===== config.mk =====
export PLATFORM = sky130hd
export DESIGN_NAME = compare_window_stats
export DESIGN_NICKNAME = d
export VERILOG_FILES = /design/src/rtl/compare_window_stats.sv
export SDC_FILE = /design/constraint.sdc
export NUM_CORES = 1
export LEC_CHECK = 0
export BUFFER_PORTS_ARGS = -buffer_cell sky130_fd_sc_hd__buf_2
export CORE_ASPECT_RATIO = 0.75
export CORE_MARGIN = 2
export CORE_UTILIZATION = 45
export CTS_CLUSTER_DIAMETER = 30
export DETAILED_ROUTE_END_ITERATION = 8
export PLACE_DENSITY_LB_ADDON = 0.3
export SLEW_MARGIN = 20
export SYNTH_ARGS = -nofsm -noshare
export SYNTH_HDL_FRONTEND = slang
export SYNTH_SLANG_ARGS = --single-unit

===== constraint.sdc =====
create_clock -name clk -period 4.35 [get_ports clk]
set_clock_uncertainty 0.15 [all_clocks]
set_input_delay 0.435 -clock clk [delete_from_list [all_inputs] [get_ports clk]]
set_output_delay 0.435 -clock clk [all_outputs]
set_load 0.02 [all_outputs]

===== src/rtl/compare_window_stats.sv =====
// compare_window_stats: cross-checks comparator flags against a local reference and
// reports EQ/GT/LT/error counts plus max A over each window of accepted samples.
module compare_window_stats #(
    parameter int WIDTH  = 4,
    parameter int WINDOW = 4,
    parameter int CNT_W  = 8
) (
    input  logic             clk,
    input  logic             rst_n,
    input  logic             clear,
    input  logic             in_valid,
    output logic             in_ready,
    input  logic [WIDTH-1:0] a,
    input  logic [WIDTH-1:0] b,
    input  logic             a_eq_b,
    input  logic             a_gt_b,
    input  logic             a_lt_b,
    output logic             out_valid,
    input  logic             out_ready,
    output logic [CNT_W-1:0] rpt_eq,
    output logic [CNT_W-1:0] rpt_gt,
    output logic [CNT_W-1:0] rpt_lt,
    output logic [CNT_W-1:0] rpt_err,
    output logic [WIDTH-1:0] rpt_max_a
);
    typedef enum logic {ACCUM, REPORT} state_t;

    state_t           state_q, state_d;
    logic [CNT_W-1:0] eq_q, eq_d, gt_q, gt_d, lt_q, lt_d, err_q, err_d, cnt_q, cnt_d;
    logic [WIDTH-1:0] max_q, max_d;
    logic [CNT_W-1:0] rpt_eq_q, rpt_eq_d, rpt_gt_q, rpt_gt_d, rpt_lt_q, rpt_lt_d;
    logic [CNT_W-1:0] rpt_err_q, rpt_err_d;
    logic [WIDTH-1:0] rpt_max_q, rpt_max_d;
    logic [2:0]       exp_f;
    logic             hit, accept, flush;

    assign in_ready  = state_q == ACCUM;
    assign out_valid = state_q == REPORT;
    assign rpt_eq    = rpt_eq_q;
    assign rpt_gt    = rpt_gt_q;
    assign rpt_lt    = rpt_lt_q;
    assign rpt_err   = rpt_err_q;
    assign rpt_max_a = rpt_max_q;

    assign exp_f  = {a == b, a > b, a < b};
    assign hit    = {a_eq_b, a_gt_b, a_lt_b} == exp_f;
    assign accept = in_valid && in_ready;
    // clear outranks both the accept and the report handshake
    assign flush  = clear || (out_valid && out_ready);

    always_comb begin
        state_d   = state_q;
        eq_d      = eq_q;
        gt_d      = gt_q;
        lt_d      = lt_q;
        err_d     = err_q;
        cnt_d     = cnt_q;
        max_d     = max_q;
        rpt_eq_d  = rpt_eq_q;
        rpt_gt_d  = rpt_gt_q;
        rpt_lt_d  = rpt_lt_q;
        rpt_err_d = rpt_err_q;
        rpt_max_d = rpt_max_q;
        if (flush) begin
            state_d = ACCUM;
            eq_d    = '0;
            gt_d    = '0;
            lt_d    = '0;
            err_d   = '0;
            cnt_d   = '0;
            max_d   = '0;
        end else if (accept) begin
            eq_d  = eq_q + CNT_W'(hit && exp_f[2]);
            gt_d  = gt_q + CNT_W'(hit && exp_f[1]);
            lt_d  = lt_q + CNT_W'(hit && exp_f[0]);
            err_d = err_q + CNT_W'(!hit);
            max_d = (cnt_q == '0 || a > max_q) ? a : max_q;
            cnt_d = cnt_q + 1'b1;
            if (cnt_d == CNT_W'(WINDOW)) begin
                state_d   = REPORT;
                rpt_eq_d  = eq_d;
                rpt_gt_d  = gt_d;
                rpt_lt_d  = lt_d;
                rpt_err_d = err_d;
                rpt_max_d = max_d;
            end
        end
    end

    always_ff @(posedge clk or negedge rst_n) begin
        if (!rst_n) begin
            state_q   <= ACCUM;
            eq_q      <= '0;
            gt_q      <= '0;
            lt_q      <= '0;
            err_q     <= '0;
            cnt_q     <= '0;
            max_q     <= '0;
            rpt_eq_q  <= '0;
            rpt_gt_q  <= '0;
            rpt_lt_q  <= '0;
            rpt_err_q <= '0;
            rpt_max_q <= '0;
        end else begin
            state_q   <= state_d;
            eq_q      <= eq_d;
            gt_q      <= gt_d;
            lt_q      <= lt_d;
            err_q     <= err_d;
            cnt_q     <= cnt_d;
            max_q     <= max_d;
            rpt_eq_q  <= rpt_eq_d;
            rpt_gt_q  <= rpt_gt_d;
            rpt_lt_q  <= rpt_lt_d;
            rpt_err_q <= rpt_err_d;
            rpt_max_q <= rpt_max_d;
        end
    end
endmodule

Word level (Yosys, flattened, before mapping)
Cells that the tools add are included.
{"block": "op_classes", "bitwise": 2, "eq_ne": 3, "shifts": 0, "div_mod_pow": 0, "mul": 0, "add_sub_neg": 5, "n_mux": 16, "reduce_logical": 13, "order_cmp": 3}
{"op": "two-way mux 8 bit", "n": 10}
{"op": "adder 8 x 1 -> 8 bit", "n": 4}
{"op": "two-way mux 4 bit", "n": 3}
{"op": "adder 8 x 1 -> 8 bit (second input constant)", "n": 1}
{"op": "equality test 8 x 3 -> 1 bit (second input constant)", "n": 1}
{"op": "greater-than comparator 4 bit", "n": 2}
{"op": "logical NOT 8 bit", "n": 1}
{"op": "logical AND 1 bit", "n": 5}
{"op": "equality test 4 bit", "n": 1}
{"op": "less-than comparator 4 bit", "n": 1}
{"op": "nonzero test 2 bit", "n": 2}
{"op": "equality test 3 bit", "n": 1}
{"op": "two-way mux 1 bit", "n": 3}
{"op": "AND reduction 3 bit", "n": 1}
{"op": "logical OR 1 bit", "n": 2}
{"op": "NOT 1 bit", "n": 2}
{"op": "AND reduction 2 bit", "n": 1}
{"op": "logical NOT 1 bit", "n": 1}
{"block": "totals", "register_bits": 81, "memories": 0, "in_bits": 16, "latchBits": 0, "mem_bits_ro": 0, "ram_bits": 0, "wordCells": 54, "out_inout_bits": 38}

Depth between registers and ports, before layout
Gate-level depths: netlist of run 1.
{"block": "logic_depth", "ltp_word": 6, "mapped_depth": 14, "ltp_nobuf": 14}

Least setup slack after synthesis of run 1
OpenSTA, ideal clock, no wires.
{"block": "synth_timing", "path_kind": "input-to-reg", "startpoint": "input port b[1]", "endpoint": "register eq_q[6]", "n_path_buf": 0, "setup_ps": 129, "cell_stages": 13, "t_required_ps": 4071, "setup_slack_ps": 1696, "arrival_time_ps": 2375, "cell_sequence": "inv_1 ha_1 a21oi_1 o21ai_0 xnor2_1 nor3_1 ha_1 ha_1 and3_1 and3_1 nor2_1 o21ai_0 o21ai_0"}
{"block": "synth_between", "elab_chain_cells": 6, "word_cells_on_any_way": 8, "cone_classes": "add/sub: 1; order compare: 2; eq/ne: 2; mux: 2; reduce/logical: 1"}
{"element": "start, declared", "line": "14", "rtl": "input logic [WIDTH-1:0] b,"}
{"element": "less-than comparator 4 bit, or another cell as far along", "line": "45", "rtl": "assign exp_f = {a == b, a > b, a < b};"}
{"element": "equality test 3 bit", "line": "46", "rtl": "assign hit = {a_eq_b, a_gt_b, a_lt_b} == exp_f;"}
{"element": "logical AND 1 bit (*)", "line": "73", "rtl": "eq_d = eq_q + CNT_W'(hit && exp_f[2]);"}
{"element": "adder 8 x 1 -> 8 bit (*)", "line": "73"}
{"element": "two-way mux 8 bit (*)", "line": "72", "rtl": "end else if (accept) begin"}
{"element": "two-way mux 8 bit (*)", "line": "64", "rtl": "if (flush) begin"}
{"element": "end signal, assigned", "line": "106", "rtl": "eq_q <= eq_d;"}
{"element": "end, declared", "line": "29", "rtl": "logic [CNT_W-1:0] eq_q, eq_d, gt_q, gt_d, lt_q, lt_d, err_q, err_d, cnt_q, cnt_d;"}
Every way passes the cells marked *; elsewhere a longest branch is shown, timed or not. The select of a mux whose other input is x is not followed.
A chain may end at the register's enable or synchronous reset.

Worst setup path after layout of run 1
{"block": "layout_timing", "startpoint": "input port a[1]", "endpoint": "register err_q[6]"}
{"block": "layout_between", "elab_chain_cells": 6, "word_cells_on_any_way": 8, "cone_classes": "add/sub: 1; order compare: 2; eq/ne: 2; mux: 2; reduce/logical: 1"}
{"element": "start, declared", "line": "13", "rtl": "input logic [WIDTH-1:0] a,"}
{"element": "less-than comparator 4 bit, or another cell as far along", "line": "45"}
{"element": "equality test 3 bit (*)", "line": "46"}
{"element": "logical NOT 1 bit (*)", "line": "76", "rtl": "err_d = err_q + CNT_W'(!hit);"}
{"element": "adder 8 x 1 -> 8 bit (*)", "line": "76"}
{"element": "two-way mux 8 bit (*)", "line": "72"}
{"element": "two-way mux 8 bit (*)", "line": "64"}
{"element": "end signal, assigned", "line": "109", "rtl": "err_q <= err_d;"}
{"element": "end, declared", "line": "29"}
Marks and branches as above.

==> metrics.cfg, run 1 <==
[global_routing]
first_global_vias=2844
overflow=0
antenna_found_initial=0
grt_pass1_wl_um=13900
grt_max_degree=82
grt_use_total_pct=18.2

[die]
rows=29
die_x_um=112
core-area_um2=8490
initial_core_util_pct=46.4
io_pins=54
die_h_um=85.0
dieArea_um2=9520

[power_and_ir_drop]
combPwrFrac_pct=8.1
p_switching_w=0.000413
swShare_pct=24.2
p_seq_share_pct=46.1
peakVddDrop_mv=0.190
internal_power_w=0.00129
leakagePower_nw=2.26
powerDensity_nw_per_um2=370
pwr-share-clk_pct=45.8

[final_layout]
layout-drive-gt1-share_pct=18.8
syn_to_final_growth_pct=16.8
nets=481
antenna_cells=0
nFillCells=780
final_area_um2=4600

[placed_design]
gp_congestion=0.849
io_buffers=53
dp_hpwl_um=5190
postPlaceCellArea_um2=4280

[synth]
syn_avg_cell_area_um2=9.89
synth_area_leader_cell=dfrtp_1
synthCells=398
syn_area_um2=3940
yosysSeqAreaShare_pct=51.5
syn_nets=432
synth_edf_count=0
ys_seq_elements=81
yosys-top-cells-area=dfrtp_1 51%, o21ai_0 9.3%, nand2_1 6.5%
synth.distinct_cells=36
ys_top_cells_by_count=81 x dfrtp_1, 73 x o21ai_0, 68 x nand2_1
yosysWarnings=0
post-synth-top-count-cell=dfrtp_1
yosysTopAreaCellShare_pct=51.5
async_flop_share_pct=100
synthFlopType=dfrtp_1

[worst_setup_path]
cpPeakStageDelay_ns=0.43
arrival_ns=2.92
crit_type=input port to register
cp_slowest_cell=o21ai_0
path_max_fanout=4
cp-start-kind=input port
crit_required_ns=4.37
r2r_cells=4
crit_path_frequent_cell=ha_1
end_kind=register
path_cells=buf_2, ha_1, a21oi_1, o21ai_0, nor3_1, a211oi_1, ha_1, ha_1, and3_1, nand3_1, xor2_1, o21ai_0

[timing]
fin_crit_sh_pct=66.6
setup_violations=0
worst_slew_pin_slew_ns=1.04
rsz0062_at_grt=no
fin_crit_ns=2.90
whs_ns=-0.0202
hold_viol=13
tns_ns=0
slew_violations=0
relSlewSlack_pct=30.7
max_clock_freq_mhz=345

[clock_network]
clk_path_buf_depth=2
cts_hold_buf=0
h-tree-depth=3
cts-buffers-inserted=9
post_cts_resized=0
clk_pin_slew_ns=0.06
cts_sinks=81
cts_setup_buffers=0
root_buffer=clkbuf_16
worstSkewPairLatency_ns=0.34
cts_tree=yes

[routing]
wl_per_cell_um=14.1
wl_um=7920
vias=2898
drc=0
via_per_inst=5.18
dr.pass1.iters=4
ant_nets=0
drtIter0Drc=160

[run_status]
status=finished with violations
violations=negative hold slack

[job]
drv_cap=0

[hold_path]
min_path_type=input port to async pin

==> cell type report <==
cell class                 instances  area (um2)  area share [%]
tap                              108         135            2.94
inverter                          11        41.3           0.898
timing repair buffer              55         287            6.23
multi-input combinational        289        1800            39.1
clock buffer                      10         239            5.20
sequential                        81        2030            44.1
clock inverter                     6        73.8            1.61
==> metal layers <==
layer  global-route usage (%)  vias up  wire length (um)
li1                         -     1471                 -
met2                     27.9       50              3510
met1                     25.8     1371              4000
met4                     4.66        0                71
met5                        0        -                 0
met3                     5.21        6               332
==> stage by stage <==
step	hold slack [ns]	setup slack, ns	instances	utilization, %	total power [W]
3_5_place_dp	0.315	1.09	544	50.4	0.000937
5_1_grt	0.0500	1.20	560	54.2	0.00178
2_1_floorplan	-0.0106	1.70	398	-	0.000881
6_report	-0.0202	1.45	560	54.2	0.00170
3_3_place_gp	0.307	1.21	544	50.4	0.000934
4_1_cts	0.134	1.44	560	54.1	0.00173
==> placed cells by master (no fill, tap or decap), types with 2 or more instances in the layout <==
master and count:
a211oi_1 2, a21oi_1 3, a22o_1 14, and2_1 2, and3_1 12, buf_2 52
buf_4 2, clkbuf_16 9, clkinv_4 2, dfrtp_1 81, ha_1 18, inv_1 11
inv_6 3, mux2_2 4, mux2_4 4, mux2i_1 4, nand2_1 68, nand3_1 12
nor2_1 22, nor3_1 3, o21ai_0 73, o21ai_1 5, xnor2_1 19, xor2_1 10
==> flip-flops by register name (all words and copies together) (netlist names) <==
register,count
cnt_q,8
eq_q,8
err_q,8
gt_q,8
lt_q,8
max_q,4
out_valid,1
rpt_eq,8
rpt_err,8
rpt_gt,8
rpt_lt,8
rpt_max_a,4
==> power by group through the flow <==
| stage | Sequential (W) | Combinational [W] | Clock, W |
|---|---|---|---|
| floorplan | 0.000809 | 0.0000716 | 0 |
| global placement | 0.000796 | 0.000138 | 0 |
| detailed placement | 0.000797 | 0.000140 | 0 |
| CTS | 0.000784 | 0.000141 | 0.000803 |
| global route | 0.000786 | 0.000157 | 0.000838 |
| finish | 0.000784 | 0.000139 | 0.000780 |
==> worst paths after layout <==
check,from,to,slack (ns)
worst min register to register,rpt_lt[7],rpt_lt[7],0.32
worst max register to register,cnt_q[2],rpt_gt[0],1.79
max in group asynchronous,rst_n,eq_q[0],3.54
min in group clk,clear,out_valid,0.15
worst max-delay path,a[1],err_q[6],1.45
worst min-delay path,rst_n,max_q[0],-0.02
==> worst max-delay path, delay by kind of cell <==
| kind | cells | cell delay (ns) |
|---|---|---|
| fa+ha+maj | 3 | 0.83 |
| compound gates | 4 | 0.90 |
| buf+inv | 1 | 0.12 |
| simple gates | 3 | 0.46 |
| xor+xnor | 1 | 0.17 |
==> cells by family (layout without fill, tap and decap cells) <==
logic type	count (synthesis)	in the layout	share of synthesized area (%)
and+or+nand+nor	128	128	15.0
buffers and inverters	28	82	2.96
DFF	81	81	51.5
adders and majority gates	18	18	5.72
muxes	12	12	3.69
AOI/OAI and AO/OA	102	102	14.7
xor gates and xnor gates	29	29	6.45
Note: power is estimated with default switching activity, not from simulation.
==> run 2, diff against run 1 <==
==> constraint.sdc (replaced) <==
create_clock -name clk -period 3 [get_ports clk]
set_clock_uncertainty 0.15 [all_clocks]
set_input_delay 0.3 -clock clk [delete_from_list [all_inputs] [get_ports clk]]
set_output_delay 0.3 -clock clk [all_outputs]
set_load 0.02 [all_outputs]
==> metrics.cfg, run 2 (synthesized netlist as in run 1, its figures left out) <==
[routing]
vias=3032  ; +4.6%
drc=0  ; unchanged
wl_per_cell_um=14.7  ; +3.8%
wl_um=8430  ; +6.4%
via_per_inst=5.28  ; +2.1%
ant_nets=0  ; unchanged
dr.pass1.iters=4  ; unchanged
drtIter0Drc=168  ; +5.0%

[clock_network]
clk_path_buf_depth=2  ; unchanged
worstSkewPairLatency_ns=0.33  ; about the same
cts_sinks=81  ; unchanged
h-tree-depth=3  ; unchanged
cts-buffers-inserted=9  ; unchanged
root_buffer=clkbuf_16
clk_pin_slew_ns=0.06  ; about the same
cts_tree=yes

[worst_setup_path]
path_max_fanout=4  ; unchanged
cp-start-kind=input port
r2r_start=cnt_q[2]
crit_type=input port to register
end_kind=register
r2r_cells=5  ; +1
r2r_setup_slack_ns=0.52  ; -1.27 ns
crit_required_ns=3.03  ; -1.34 ns
reg2reg_to=rpt_eq[5]
arrival_ns=2.60  ; -0.32 ns

[global_routing]
first_global_vias=3021  ; +6.2%
antenna_found_initial=0  ; unchanged
grt_use_total_pct=19.0  ; +0.74 points
overflow=0  ; unchanged
grt_pass1_wl_um=14700  ; +5.2%
grt_max_degree=82  ; unchanged

[final_layout]
final_common_cell=dfrtp_1
antenna_cells=0  ; unchanged
syn_to_final_growth_pct=21.0
nets=495  ; +2.9%
layout-drive-gt1-share_pct=20.8  ; +2.0 points
final_cell_mix=81 x dfrtp_1, 73 x o21ai_0, 68 x nand2_1, 52 x buf_2, 22 x nor2_1

[timing]
slew_violations=0  ; unchanged
setup_violations=0  ; unchanged
fin_crit_ns=2.57
hold_viol=0  ; -13
fin_crit_sh_pct=85.6
tns_ns=0  ; unchanged
worst_slew_pin_slew_ns=0.749  ; -0.288 ns
relSlewSlack_pct=50.1  ; +19 points
max_clock_freq_mhz=389
rsz0062_at_grt=no

[power_and_ir_drop]
peakVddDrop_mv=0.303  ; +60%
powerDensity_nw_per_um2=554  ; +50%
power_w=0.00264  ; +55%
leakagePower_nw=2.35  ; +4.2%

[die]
core-area_um2=8490  ; unchanged
rows=29  ; unchanged
initial_core_util_pct=46.4  ; unchanged
io_pins=54  ; unchanged
dieArea_um2=9520  ; unchanged
die_x_um=112  ; unchanged
die_h_um=85.0  ; unchanged

[job]
drv_cap=0  ; unchanged

[placed_design]
gp_congestion=0.886  ; +4.3%
dp_hpwl_um=5490  ; +5.7%
io_buffers=53  ; unchanged

[run_status]
status=finished, final reports clean

[hold_path]
hp-start=clear
hold_end=out_valid
min_path_type=input port to register
hold_depth=2

-- run 2: cell types whose count changed in the layout (fill, tap and decap cells not counted) --
| cell | change |
|---|---|
| buf_4 | +12 |
| inv_6 | -3 |
| bufinv_16 | +2 |
| buf_12 | +1 |
| clkbuf_1 | +1 |
| clkbuf_8 | +1 |
| clkinv_4 | -1 |
| dlygate4sd3_1 | +1 |
-- run 2: area by class of cell --
class	instances	area, um2
timing repair buffer	69	407
sequential	81	2030
multi-input combinational	289	1800
clock buffer	12	256
clock inverter	4	98.8
fill	784	3730
tap	108	135
inverter	11	41.3
-- run 2: how the worst max path moves through the flow --
stage	slack, ns	depth (start not counted)	to	from
floorplan	0.48	13	eq_q[6]	b[1]
global placement	0.19	12	rpt_err[6]	a[3]
detailed placement	0.06	12	rpt_err[6]	a[3]
CTS	0.41	12	err_q[6]	a[3]
global route	0.06	14	rpt_err[6]	a[0]
finish	0.43	12	err_q[6]	a[3]
-- run 2: worst max-delay path, stage by stage --
cell	delay, ns
buf_2	0.13
ha_1	0.32
nand2_1	0.06
o21ai_0	0.39
nor3_1	0.13
a211oi_1	0.29
ha_1	0.26
ha_1	0.18
and3_1	0.19
nand3_1	0.10
xor2_1	0.16
o21ai_0	0.10
-- run 2: repair_timing --
item | CTS | global route
hold buffers | 0 | 1
resized for setup | 0 | 0
setup endpoints to repair | 0 | 0
endpoints found under the hold margin | 0 | 81
setup buffers | 0 | 0
-- run 2: through the flow --
step	cells	utilization [%]	cell area [um2]	hold slack [ns]	setup WS, ns
2_1_floorplan	398	-	3940	-0.146	0.481
3_3_place_gp	557	51.7	4390	0.307	0.186
4_1_cts	573	55.9	4750	0.00501	0.408
5_1_grt	574	56.1	4760	0.0118	0.0599
3_5_place_dp	557	51.7	4390	0.315	0.0650
6_report	574	56.1	4760	0.0134	0.431
-- run 2: metal layers --
metal | track usage, % | wire length (um)
met4 | 4.32 | 129
met1 | 26.4 | 4110
met5 | 0 | 0
met2 | 29.9 | 3790
met3 | 5.36 | 404
-- run 2: where the power goes --
part           internal [W]  switching (W)  total (W)  leakage [nW]
clock              0.000861       0.000434    0.00129         0.173
sequential          0.00112      0.0000177    0.00114          1.12
combinational     0.0000766       0.000130   0.000206          1.06
total               0.00206       0.000582    0.00264          2.35
==> run 3, diff against run 2 <==
--- a/config.mk
+++ b/config.mk
@@ -11,7 +11,7 @@
 export CORE_UTILIZATION = 45
 export CTS_CLUSTER_DIAMETER = 30
 export DETAILED_ROUTE_END_ITERATION = 8
-export PLACE_DENSITY_LB_ADDON = 0.3
+export PLACE_DENSITY = 0.65
 export SLEW_MARGIN = 20
 export SYNTH_ARGS = -nofsm -noshare
 export SYNTH_HDL_FRONTEND = slang
==> metrics.cfg, run 3 (synthesized netlist as in run 1, its figures left out) <==
[placed_design]
io_buffers=53  ; unchanged
dp_hpwl_um=5470  ; -0.35%
place_ws_ns=0.00965  ; -0.0553 ns
gp_congestion=0.864  ; -2.4%

[die]
rows=29  ; unchanged
initial_core_util_pct=46.4  ; unchanged
die_h_um=85.0  ; unchanged
die_x_um=112  ; unchanged
io_pins=54  ; unchanged
dieArea_um2=9520  ; unchanged
core-area_um2=8490  ; unchanged

[power_and_ir_drop]
peakVddDrop_mv=0.364  ; +20%
powerDensity_nw_per_um2=531  ; -4.1%
leakagePower_nw=2.32  ; -1.2%

[final_layout]
layout-drive-gt1-share_pct=19.9  ; -0.95 points
antenna_cells=0  ; unchanged
syn_to_final_growth_pct=19.5
final_cell_mix=81 x dfrtp_1, 73 x o21ai_0, 68 x nand2_1, 52 x buf_2, 22 x nor2_1
nFillCells=766  ; -2.3%
nets=493  ; -0.40%
final_common_cell=dfrtp_1

[routing]
drtIter0Drc=153  ; -8.9%
drc=0  ; unchanged
wl_per_cell_um=14.3  ; -2.7%
dr.pass1.iters=4  ; unchanged
ant_nets=0  ; unchanged
via_per_inst=5.26  ; -0.50%
wl_um=8170  ; -3.2%
vias=3001  ; -1.0%

[timing]
max_clock_freq_mhz=384  ; -1.3%
postLayoutSetupSlackWorst_ns=0.396  ; -0.0350 ns
hold_viol=0  ; unchanged
rsz0062_at_grt=no
setup_violations=0  ; unchanged
slew_violations=0  ; unchanged
fin_crit_sh_pct=86.8  ; +1.2 points
worst_slew_pin_slew_ns=0.749  ; -0.0000656 ns
whs_ns=0.0772  ; +0.0638 ns
tns_ns=0  ; unchanged
fin_crit_ns=2.60  ; +0.0350 ns
relSlewSlack_pct=50.1  ; about the same

[worst_setup_path]
crit_type=input port to register
cp-start-kind=input port
startpoint=a[3]
crit_required_ns=3.04  ; about the same
reg2reg_to=rpt_err[1]
arrival_ns=2.64  ; +0.04 ns
r2r_start=cnt_q[2]
r2r_setup_slack_ns=0.61  ; +0.09 ns
end_kind=register
cp-endpoint=err_q[6]
path_max_fanout=4  ; unchanged
r2r_cells=5  ; unchanged

[job]
drv_cap=0  ; unchanged

[clock_network]
clk_pin_slew_ns=0.06  ; about the same
cts_setup_buffers=0  ; unchanged
cts_sinks=81  ; unchanged
cts-buffers-inserted=9  ; unchanged
cts_tree=yes
h-tree-depth=3  ; unchanged
root_buffer=clkbuf_16
worstSkewPairLatency_ns=0.33  ; about the same
clk_path_buf_depth=2  ; unchanged

[global_routing]
grt_max_degree=82  ; unchanged
first_global_vias=2922  ; -3.3%
overflow=0  ; unchanged
grt_use_total_pct=18.8  ; -0.17 points
grt_pass1_wl_um=14200  ; -3.5%
antenna_found_initial=0  ; unchanged

[run_status]
status=finished, final reports clean

[hold_path]
min_path_type=input port to register
hold_depth=2  ; unchanged

-- run 3: cell types whose count changed in the layout (fill, tap and decap cells not counted), sizes merged --
cell         change
bufinv           -1
buf              -3
dlygate4sd3      +1
-- run 3: layout make-up --
class | count | area, um2 | share of cell area, %
clock buffer | 12 | 246 | 5.24
clock inverter | 3 | 65.1 | 1.38
inverter | 11 | 41.3 | 0.877
multi-input combinational | 289 | 1800 | 38.2
sequential | 81 | 2030 | 43.1
tap | 108 | 135 | 2.87
timing repair buffer | 67 | 394 | 8.38
-- run 3: per-stage QoR --
step / util [%] / instances / instance area (um2) / total power [W]
floorplan: - / 398 / 3940 / 0.00128
global placement: 51.5 / 554 / 4370 / 0.00136
detailed placement: 51.5 / 554 / 4370 / 0.00136
CTS: 55.3 / 570 / 4690 / 0.00253
global route: 55.4 / 571 / 4710 / 0.00260
finish: 55.4 / 571 / 4710 / 0.00250
-- run 3: worst min path at each step --
stage	startpoint	end	slack [ns]
after floorplan	rst_n	cnt_q[0]	-0.15
after global placement	rpt_max_a[1]	rpt_max_a[1]	0.31
after detailed placement	rpt_lt[5]	rpt_lt[5]	0.32
after CTS	rst_n	rpt_max_a[2]	0.04
after global routing	a[0]	max_q[0]	0.08
final	a[0]	max_q[0]	0.08
-- run 3: where the power goes --
| group | total, W | internal [W] | switching [W] |
|---|---|---|---|
| logic | 0.000207 | 0.0000759 | 0.000131 |
| clock network | 0.00116 | 0.000746 | 0.000410 |
| registers | 0.00114 | 0.00112 | 0.0000170 |
| total | 0.00250 | 0.00194 | 0.000558 |
-- run 3: worst max-delay path, cell delays in order --
cell and delay, ns:
buf_2 0.13, ha_1 0.31, nand2_1 0.05, o21ai_0 0.35, nor3_1 0.13, a211oi_1 0.32
ha_1 0.27, ha_1 0.18, and3_1 0.19, nand3_1 0.10, xor2_1 0.20, o21ai_0 0.11
-- run 3: layer usage --
metal  global-route usage [%]  routed length, um  up-vias  part of all wire (%)
met5                        0                  0        -                     0
met2                     29.0               3700       54                    45
met4                     5.65                131        0                   1.6
met1                     25.9               4030     1441                    49
met3                     5.71                300       14                   3.7
li1                         -                  -     1492                     -
-- run 3: repair_timing --
action / 4_1_cts / 5_1_grt
hold buffers: 1 / 1
endpoints found under the hold margin: 1 / 81
setup endpoints to repair: 0 / 0
resized for setup: 0 / 0
